--- src/rtl/time_set_ctrl.sv ---
// Set-time controller for the hh:mm:ss timekeeper: two debounced buttons step
// through hour/minute editing, commit with a one-cycle load, and drive a blink mask.

module time_set_btn #(
  parameter int DEBOUNCE_CYCLES = 1000000,
  parameter bit REPEAT_EN       = 1'b0,
  parameter int REPEAT_DELAY    = 25000000,
  parameter int REPEAT_RATE     = 5000000
) (
  input  logic clk,
  input  logic rst,
  input  logic i_btn_n,
  output logic o_event
);

  localparam int DB_W = $clog2(DEBOUNCE_CYCLES + 1);
  localparam int RP_MAX = (REPEAT_DELAY > REPEAT_RATE) ? REPEAT_DELAY : REPEAT_RATE;
  localparam int RP_W = $clog2(RP_MAX + 1);
  localparam logic [DB_W-1:0] DB_LAST    = DB_W'(DEBOUNCE_CYCLES - 1);
  localparam logic [RP_W-1:0] DELAY_LAST = RP_W'(REPEAT_DELAY - 1);
  localparam logic [RP_W-1:0] RATE_LAST  = RP_W'(REPEAT_RATE - 1);

  logic [1:0]      r_sync;
  logic            r_level;      // debounced level, 1 = pressed
  logic [DB_W-1:0] r_db_cnt;
  logic [RP_W-1:0] r_rep_cnt;
  logic            r_rep_armed;  // first (long) repeat delay has elapsed
  logic            r_event;

  logic w_sample;
  logic w_flip;
  logic w_level_next;
  logic w_press;
  logic w_repeat;

  assign w_sample     = ~r_sync[1];
  assign w_flip       = (w_sample != r_level) && (r_db_cnt == DB_LAST);
  assign w_level_next = w_flip ? w_sample : r_level;
  assign w_press      = w_flip && w_sample;
  // Repeats look at the next level so a debounced release suppresses one on the same edge.
  assign w_repeat     = REPEAT_EN && w_level_next && !w_press &&
                        (r_rep_cnt == (r_rep_armed ? RATE_LAST : DELAY_LAST));

  // NOTE: sequential state uses non-blocking assignments so every flop samples pre-edge values.
  always_ff @(posedge clk or posedge rst) begin
    if (rst) begin
      r_sync      <= 2'b11;
      r_level     <= 1'b0;
      r_db_cnt    <= '0;
      r_rep_cnt   <= '0;
      r_rep_armed <= 1'b0;
      r_event     <= 1'b0;
    end else begin
      r_sync  <= {r_sync[0], i_btn_n};
      r_level <= w_level_next;

      if ((w_sample == r_level) || w_flip) r_db_cnt <= '0;
      else                                 r_db_cnt <= r_db_cnt + DB_W'(1);

      if (!w_level_next || w_press || w_repeat) r_rep_cnt <= '0;
      else                                      r_rep_cnt <= r_rep_cnt + RP_W'(1);

      if (!w_level_next || w_press) r_rep_armed <= 1'b0;
      else if (w_repeat)            r_rep_armed <= 1'b1;

      r_event <= w_press || w_repeat;
    end
  end

  assign o_event = r_event;

endmodule

module time_set_ctrl #(
  parameter int DEBOUNCE_CYCLES = 1000000,
  parameter int REPEAT_DELAY    = 25000000,
  parameter int REPEAT_RATE     = 5000000,
  parameter int BLINK_HALF      = 12500000,
  parameter int IDLE_TIMEOUT    = 500000000
) (
  input  logic       clk,
  input  logic       rst,
  input  logic       btn_mode_n,
  input  logic       btn_inc_n,
  input  logic [5:0] hours_in,
  input  logic [5:0] minutes_in,
  output logic       run_en,
  output logic       load,
  output logic [5:0] hours_out,
  output logic [5:0] minutes_out,
  output logic [5:0] disp_hours,
  output logic [5:0] disp_minutes,
  output logic [5:0] blank_mask
);

  localparam int IDLE_W = $clog2(IDLE_TIMEOUT + 1);
  localparam int BL_W   = $clog2(BLINK_HALF + 1);
  localparam logic [IDLE_W-1:0] IDLE_LAST = IDLE_W'(IDLE_TIMEOUT - 1);
  localparam logic [BL_W-1:0]   BL_LAST   = BL_W'(BLINK_HALF - 1);
  localparam logic [5:0] BLANK_HOURS   = 6'b110000;
  localparam logic [5:0] BLANK_MINUTES = 6'b001100;

  typedef enum logic [1:0] {S_RUN, S_SET_H, S_SET_M, S_COMMIT} state_t;

  state_t            r_state;
  logic [5:0]        r_sh_h;
  logic [5:0]        r_sh_m;
  logic [IDLE_W-1:0] r_idle_cnt;
  logic [BL_W-1:0]   r_blink_cnt;
  logic              r_blink_phase;  // 1 = blank half-period
  logic              r_run_en;
  logic              r_load;
  logic [5:0]        r_hours_out;
  logic [5:0]        r_minutes_out;
  logic [5:0]        r_disp_h;
  logic [5:0]        r_disp_m;
  logic [5:0]        r_blank;

  logic              w_mode_ev;
  logic              w_inc_ev;
  state_t            w_state_next;
  logic [5:0]        w_sh_h_next;
  logic [5:0]        w_sh_m_next;
  logic [IDLE_W-1:0] w_idle_next;
  logic              w_restart;
  logic [BL_W-1:0]   w_blink_cnt_next;
  logic              w_blink_phase_next;
  logic              w_editing_next;
  logic [5:0]        w_blank_next;

  time_set_btn #(
    .DEBOUNCE_CYCLES(DEBOUNCE_CYCLES),
    .REPEAT_EN      (1'b0),
    .REPEAT_DELAY   (REPEAT_DELAY),
    .REPEAT_RATE    (REPEAT_RATE)
  ) u_btn_mode (
    .clk    (clk),
    .rst    (rst),
    .i_btn_n(btn_mode_n),
    .o_event(w_mode_ev)
  );

  time_set_btn #(
    .DEBOUNCE_CYCLES(DEBOUNCE_CYCLES),
    .REPEAT_EN      (1'b1),
    .REPEAT_DELAY   (REPEAT_DELAY),
    .REPEAT_RATE    (REPEAT_RATE)
  ) u_btn_inc (
    .clk    (clk),
    .rst    (rst),
    .i_btn_n(btn_inc_n),
    .o_event(w_inc_ev)
  );

  // NOTE: every always_comb output gets a default first so no path can infer a latch.
  always_comb begin
    w_state_next = r_state;
    w_sh_h_next  = r_sh_h;
    w_sh_m_next  = r_sh_m;
    w_idle_next  = r_idle_cnt;
    w_restart    = 1'b0;
    unique case (r_state)
      S_RUN: begin
        w_idle_next = '0;
        if (w_mode_ev) begin
          w_state_next = S_SET_H;
          w_sh_h_next  = (hours_in > 6'd23)   ? 6'd0 : hours_in;
          w_sh_m_next  = (minutes_in > 6'd59) ? 6'd0 : minutes_in;
          w_restart    = 1'b1;
        end
      end
      S_SET_H, S_SET_M: begin
        // Mode wins over a coincident inc event.
        if (w_mode_ev) begin
          w_state_next = (r_state == S_SET_H) ? S_SET_M : S_COMMIT;
          w_idle_next  = '0;
          w_restart    = 1'b1;
        end else if (w_inc_ev) begin
          w_idle_next = '0;
          w_restart   = 1'b1;
          if (r_state == S_SET_H) w_sh_h_next = (r_sh_h == 6'd23) ? 6'd0 : r_sh_h + 6'd1;
          else                    w_sh_m_next = (r_sh_m == 6'd59) ? 6'd0 : r_sh_m + 6'd1;
        end else if (r_idle_cnt == IDLE_LAST) begin
          w_state_next = S_RUN;
          w_idle_next  = '0;
        end else begin
          w_idle_next = r_idle_cnt + IDLE_W'(1);
        end
      end
      default: w_state_next = S_RUN;
    endcase
  end

  always_comb begin
    w_blink_cnt_next   = r_blink_cnt + BL_W'(1);
    w_blink_phase_next = r_blink_phase;
    if (w_restart || !((r_state == S_SET_H) || (r_state == S_SET_M))) begin
      w_blink_cnt_next   = '0;
      w_blink_phase_next = 1'b0;
    end else if (r_blink_cnt == BL_LAST) begin
      w_blink_cnt_next   = '0;
      w_blink_phase_next = ~r_blink_phase;
    end
  end

  always_comb begin
    w_editing_next = (w_state_next == S_SET_H) || (w_state_next == S_SET_M);
    w_blank_next   = 6'd0;
    if (w_blink_phase_next) begin
      if (w_state_next == S_SET_H)      w_blank_next = BLANK_HOURS;
      else if (w_state_next == S_SET_M) w_blank_next = BLANK_MINUTES;
    end
  end

  always_ff @(posedge clk or posedge rst) begin
    if (rst) begin
      r_state       <= S_RUN;
      r_sh_h        <= 6'd0;
      r_sh_m        <= 6'd0;
      r_idle_cnt    <= '0;
      r_blink_cnt   <= '0;
      r_blink_phase <= 1'b0;
      r_run_en      <= 1'b1;
      r_load        <= 1'b0;
      r_hours_out   <= 6'd0;
      r_minutes_out <= 6'd0;
      r_disp_h      <= 6'd0;
      r_disp_m      <= 6'd0;
      r_blank       <= 6'd0;
    end else begin
      r_state       <= w_state_next;
      r_sh_h        <= w_sh_h_next;
      r_sh_m        <= w_sh_m_next;
      r_idle_cnt    <= w_idle_next;
      r_blink_cnt   <= w_blink_cnt_next;
      r_blink_phase <= w_blink_phase_next;
      r_run_en      <= (w_state_next == S_RUN);
      r_load        <= (w_state_next == S_COMMIT);
      if (w_state_next == S_COMMIT) begin
        r_hours_out   <= r_sh_h;
        r_minutes_out <= r_sh_m;
      end
      r_disp_h <= w_editing_next ? w_sh_h_next : hours_in;
      r_disp_m <= w_editing_next ? w_sh_m_next : minutes_in;
      r_blank  <= w_blank_next;
    end
  end

  assign run_en       = r_run_en;
  assign load         = r_load;
  assign hours_out    = r_hours_out;
  assign minutes_out  = r_minutes_out;
  assign disp_hours   = r_disp_h;
  assign disp_minutes = r_disp_m;
  assign blank_mask   = r_blank;

endmodule

--- config.mk ---
export PLATFORM = sky130hd
export DESIGN_NAME = time_set_ctrl
export DESIGN_NICKNAME = d
export VERILOG_FILES = /design/src/rtl/time_set_ctrl.sv
export SDC_FILE = /design/constraint.sdc
export NUM_CORES = 1
export LEC_CHECK = 0
export ABC_AREA = 0
export BUFFER_PORTS_ARGS = -buffer_cell sky130_fd_sc_hd__buf_2
export CAP_MARGIN = 5
export CORE_MARGIN = 8
export CORE_UTILIZATION = 57
export CTS_BUF_LIST = sky130_fd_sc_hd__clkbuf_4 sky130_fd_sc_hd__clkbuf_8
export DETAILED_ROUTE_END_ITERATION = 7
export GPL_ROUTABILITY_DRIVEN = 0
export PLACE_DENSITY = 0.87
export RECOVER_POWER = 50
export SKIP_LAST_GASP = 1
export SLEW_MARGIN = 15
export SYNTH_ARGS = -nofsm -noshare
export SYNTH_HDL_FRONTEND = slang
export SYNTH_SLANG_ARGS = --single-unit
--- constraint.sdc ---
create_clock -name clk -period 6.6 [get_ports clk]
set_clock_uncertainty 0.15 [all_clocks]
set_input_delay 1.98 -clock clk [delete_from_list [all_inputs] [get_ports clk]]
set_output_delay 1.98 -clock clk [all_outputs]
set_load 0.02 [all_outputs]
==> results of run 1 <==
## power by group through the flow
stage	clock (uW)	combinational [uW]	sequential [uW]
after floorplan	0	32.8	1080
after global placement	0	56.0	1080
after detailed placement	0	57.2	1080
after CTS	809	57.1	1060
after global routing	846	63.2	1060
final	792	54.9	1060
## logic make-up (layout without fill, tap and decap cells)
kind of cell    after synthesis  after routing
other cells                   1              2
compound gates               75             75
buf+inv                      48            103
xor+xnor                    103            103
mux                          21             21
simple gates                401            401
flops                       170            170
fa+ha+maj                    15             15
## registers in the layout, indices dropped and copies added (netlist names), 2 cells and up
register             flops
r_idle_cnt              29
u_btn_inc.r_rep_cnt     25
r_blink_cnt             24
u_btn_inc.r_db_cnt      20
u_btn_mode.r_db_cnt     20
disp_hours               6
disp_minutes             6
hours_out                6
minutes_out              6
r_sh_h                   6
r_sh_m                   6
blank_mask               2
r_state                  2
u_btn_inc.r_sync         2
u_btn_mode.r_sync        2
## routing by layer
metal	global-route usage	up-vias	share of wire
li1	-	2983	-
met1	0.233	3016	0.44
met2	0.316	118	0.50
met3	0.0430	17	0.044
met4	0.0640	2	0.010
met5	0	-	0.00047
## worst register-to-register path: stages (launching register included)
cell and delay, ns:
dfrtp_1 0.43, or4_1 0.53, nor3_1 0.15, nand4_1 0.31, o31a_1 0.36, o21a_1 0.22
ha_1 0.37, inv_1 0.38, o21ai_0 0.27, a22o_1 0.26
## cells in the final DEF, fill, tap and decap left out, types with 15 or more instances in the layout
cell	n
dfrtp_1	165
nor2_1	138
nand2_1	66
xor2_1	54
xnor2_1	49
nand3_1	45
buf_2	44
nand4_1	34
o21ai_0	28
inv_1	22
clkbuf_8	21
and4_1	20
nor3_1	19
mux2_2	19
ha_1	15
## per-stage QoR
step	instances	utilization	worst slack, ns	total power (uW)
after floorplan	835	-	2.31	1110
after global placement	1042	0.605	2.84	1130
after detailed placement	1042	0.605	2.79	1140
after CTS	1074	0.635	3.17	1920
after global routing	1074	0.634	2.94	1970
final	1074	0.634	3.08	1910
## layout make-up
| cell class | instances | area (um^2) |
|---|---|---|
| Fill cell | 1183 | 5290 |
| Sequential cell | 170 | 4260 |
| Multi-Input combinational cell | 617 | 3860 |
| Clock buffer | 23 | 304 |
| Timing Repair Buffer | 48 | 255 |
| Tap cell | 184 | 230 |
| Clock inverter | 9 | 136 |
| Inverter | 23 | 87.6 |
## how the worst max path moves through the flow
stage / slack (ns) / startpoint / end
after CTS: 3.17 / r_idle_cnt[12] / disp_minutes[2]
after global placement: 2.84 / hours_in[4] / disp_hours[1]
after global routing: 2.94 / r_idle_cnt[12] / disp_minutes[2]
final: 3.08 / r_idle_cnt[12] / disp_minutes[2]
after floorplan: 2.31 / rst / blank_mask[3]
after detailed placement: 2.79 / hours_in[4] / disp_hours[1]
==> results.toml, run 1 <==
[setup_path]
cp-end-kind = "flip-flop"
arrival_ns = 3.72
critPathSlowestCell = "or4_1"
path_delay_family = "compound AO/OA/AOI/OAI gates"
max_stage_delay_ns = 0.53
start_kind = "flip-flop"
worstSetupPathDepth = 9
r2r_start = "r_idle_cnt[12]"
worstSetupPathType = "reg -> reg"
worstPathMaxFanout = 11
path_buf_inv = 1
ff2ff_setup_slack_ns = 3.08
path_cells = "or4_1, nor3_1, nand4_1, o31a_1, o21a_1, ha_1, inv_1, o21ai_0, a22o_1"
required_ns = 6.81
r2r-end = "disp_minutes[2]"
r2r_cells = 9

[detailed_routing]
dr.pass1.iters = 5
vias_per_cell = 5.71
wl_per_cell_um = 15.7
finalWirelength_um = 16900
vias = 6136
drtAntennaViolNets = 0
drc = 0
drt_iter0_drc = 533

[die]
io_pins = 48
core_um2 = 14400
rows = 44
die_w_um = 137
start_util = 0.579
die-area_um2 = 18800
die_h_um = 137

[timing]
slew_headroom = 0.258
slew_viol_final = 0
finalCritPeriodShare = 0.533
setup_violations = 0
layout_min_cycle_time_ns = 3.52
tns_ns = 0
grt_setup_unrepaired = "false"
max_freq_mhz = 284
hold_ws_ns = 0.208
hold_viol_final = 0
tightest_slew_ns = 1.10

[worst_hold_path]
whs_endpoint = "u_btn_inc.r_sync[1]"
min-delay-start = "u_btn_inc.r_sync[0]"
hold_depth = 0
min_path_type = "reg -> reg"

[yosys]
ys_ff_latch = 170
synth_top_family_by_area = "simple AND/OR/NAND/NOR gates"
async_flop_share = 1.00
synthDistinctLibCells = 65
yosys.cell_count.top_type = "dfrtp_1"
yosys.area_share.simple = 0.243
avgSynthCellArea_um2 = 10.0
yosysSeqAreaShare = 0.510
muxShareOfSynthArea = 0.0280
synth_xor_area_frac = 0.108
synth-edff-count = 0
synthFlopType = "dfrtp_1"
synth_area_leaders = "dfrtp_1 49%, nor2_1 6.2%, xor2_1 5.7%, xnor2_1 5.1%, nand2_1 3.0%"
synth_top_area_cell = "dfrtp_1"
netlist_top_cells_count = "165 x dfrtp_1, 137 x nor2_1, 66 x nand2_1"
yosys.area_share.adder = 0.0225
netlist_instances = 834
synth_compound_area_frac = 0.0621
syn_area_um2 = 8360
synthDominantCellAreaShare = 0.494
synth_warnings = 0

[global_route]
antenna_found_initial = 1
grt_max_degree = 171
grt_usage = 0.187
grt_pass1_vias = 5963
overflow = 0
grt_pass1_wl_um = 28000

[clock_tree]
insertion_delay_ns = 0.47
cts_tree = "yes"
clockRootBuffer = "clkbuf_8"
ctsResizeCount = 0
numCtsBuffers = 17
htree_num_levels = 4
postCtsSetupBuffers = 0
cts.sinks = 170
cts_hold_buf = 0
clkTransAtPathRegs_ns = 0.09
clockBufferDepth = 2

[power]
p_sw_uw = 415
p_seq_frac = 0.555
power_density_nw_per_um2 = 209
power.share.switching = 0.218
pwr-share-comb = 0.029
p_leak_uw = 0.00379
p_clk_frac = 0.416
ir_drop_mv = 0.174
intPower_uw = 1490

[cells_and_area]
finalInstanceArea_um2 = 9140
area_growth_pct = 9.36
drive_gt1_frac = 0.129
diodes = 0
nets = 908

[placement]
portBuffers = 45
hpwl_um = 11600
place_area_um2 = 8720

[run]
maxCapViolCount = 0

[status]
outcome = "complete, no violations"
No activity file was read; power rests on OpenSTA's default activity.
==> run 2: changes to the inputs <==
==> constraint.sdc (replaced) <==
create_clock -name clk -period 3.1 [get_ports clk]
set_clock_uncertainty 0.15 [all_clocks]
set_input_delay 0.93 -clock clk [delete_from_list [all_inputs] [get_ports clk]]
set_output_delay 0.93 -clock clk [all_outputs]
set_load 0.02 [all_outputs]
==> run 2 against run 1 <==
Count of clock-buffer cells in the layout unchanged. Total power up 130%. Critical path depth fell by 1. Non-clock buffer count rose by 14. Clock power grew 140%. Cell area is 2.3% higher. Cell count up 1.4%. Utilization up 1.4 points. Worst setup slack worse by 2.9 ns. Sequential power up 110%. Sequential cell count stayed put. Largest power group unchanged. Highest routed layer unchanged.
==> results.toml, run 2 (same netlist as run 1, synthesis figures left out) <==
[setup_path]
arrival_ns = 3.08
endpoint = "hours_out[2]"
crit_start = "r_idle_cnt[17]"
start_kind = "flip-flop"
worstPathMaxFanout = 12
r2r-end = "hours_out[2]"
ff2ff_setup_slack_ns = 0.20
worstSetupPathType = "reg -> reg"
r2r_start = "r_idle_cnt[17]"
cp-end-kind = "flip-flop"
r2r_cells = 8
required_ns = 3.29

[clock_tree]
insertion_delay_ns = 0.46
cts_hold_buf = 0
clockBufferDepth = 2
htree_num_levels = 4
clkTransAtPathRegs_ns = 0.09
numCtsBuffers = 17
cts.sinks = 170
clockRootBuffer = "clkbuf_8"
cts_tree = "yes"

[detailed_routing]
drt_iter0_drc = 374
dr.pass1.iters = 6
drtAntennaViolNets = 0
vias_per_cell = 5.84
finalWirelength_um = 17900
wl_per_cell_um = 16.4
drc = 0
vias = 6365

[die]
rows = 44
core_um2 = 14400
start_util = 0.579
die_h_um = 137
die_w_um = 137
die-area_um2 = 18800
io_pins = 48

[power]
p_leak_uw = 0.00388
ir_drop_mv = 0.376
power.total_uw = 4310
power_density_nw_per_um2 = 461

[timing]
setup_violations = 0
max_freq_mhz = 345
slew_viol_final = 0
hold_viol_final = 0
layout_min_cycle_time_ns = 2.90
slew_headroom = 0.114
grt_setup_unrepaired = "false"
layout_setup_ws_ns = 0.205
tightest_slew_ns = 1.33
finalCritPeriodShare = 0.934

[cells_and_area]
area_growth_pct = 11.8
nets = 922
largest_reg_flops = 29
top_regs = "r_idle_cnt: 29 flops, u_btn_inc.r_rep_cnt: 25 flops, r_blink_cnt: 24 flops"
largest-register = "r_idle_cnt"
final_cell_mix = "165 x dfrtp_1, 137 x nor2_1, 66 x nand2_1"
drive_gt1_frac = 0.142
fin_util = 0.648
final_common_cell = "dfrtp_1"
fin_cells = 1089
finalInstanceArea_um2 = 9350

[placement]
hpwl_um = 12600
place_inst = 1056
portBuffers = 45
pre_cts_slack_ns = 0.148
place_area_um2 = 8870

[status]
outcome = "complete, no violations"

[global_route]
antenna_found_initial = 2
grt_pass1_vias = 6045
grt_usage = 0.197
grt_max_degree = 101
overflow = 0
grt_pass1_wl_um = 29400

[run]
maxCapViolCount = 0

[worst_hold_path]
min_path_type = "reg -> reg"
[run 2: cell count changes in the layout (fill, tap and decap cells not counted), sizes merged]
cell / previous run / this run
clkinv: 3 / 2
clkbuf: 25 / 32
clkinvlp: 3 / 1
bufinv: 3 / 6
buf: 46 / 53
diode: 0 / 1
[run 2: worst min path at each step]
stage	startpoint	end	slack (ns)	cells past startpoint
2_1_floorplan	u_btn_inc.r_sync[0]	u_btn_inc.r_sync[1]	0.20	0
3_3_place_gp	u_btn_inc.r_sync[0]	u_btn_inc.r_sync[1]	0.20	0
3_5_place_dp	u_btn_mode.r_sync[0]	u_btn_mode.r_sync[1]	0.20	0
4_1_cts	u_btn_mode.r_sync[0]	u_btn_mode.r_sync[1]	0.21	0
5_1_grt	u_btn_inc.r_sync[0]	u_btn_inc.r_sync[1]	0.22	0
6_report	u_btn_mode.r_sync[0]	u_btn_mode.r_sync[1]	0.21	0
[run 2: per-layer routing]
metal / track usage / part of all wire / up-vias
met2: 0.318 / 0.50 / 153
li1: - / - / 3010
met1: 0.249 / 0.43 / 3172
met4: 0.0676 / 0.018 / 2
met3: 0.0565 / 0.054 / 28
met5: 0 / 0.00056 / -
[run 2: cell type report]
type                            count  area, um^2
Fill cell                        1134        5080
Tap cell                          184         230
Multi-Input combinational cell    617        3880
Clock buffer                       23         310
Sequential cell                   170        4260
Timing Repair Buffer               62         364
Inverter                           23        87.6
Clock inverter                      9         206
Antenna cell                        1        2.50
[run 2: what timing repair did]
action / CTS / global route
setup buffers: 0 / 0
resized for setup: 0 / 1
endpoints found under the setup margin: 0 / 5
[run 2: per-stage QoR]
stage          TNS (ns)  hold WS (ns)
2_1_floorplan    -23.86         0.195
3_3_place_gp          0         0.197
3_5_place_dp          0         0.198
4_1_cts               0         0.209
5_1_grt               0         0.218
6_report              0         0.209
[run 2: where the power goes]
group          switching [uW]  total [uW]  internal [uW]
clock                     777        1940           1160
combinational            86.7         118           31.4
sequential               16.5        2250           2240
[run 2: critical path: stages (launching register included)]
cell and delay (ns):
dfrtp_1 0.41, or4_1 0.46, nor3_1 0.14, nand4_1 0.20, o31a_1 0.30, o21a_1 0.19, buf_4 0.14, ha_1 0.41
mux2_2 0.37
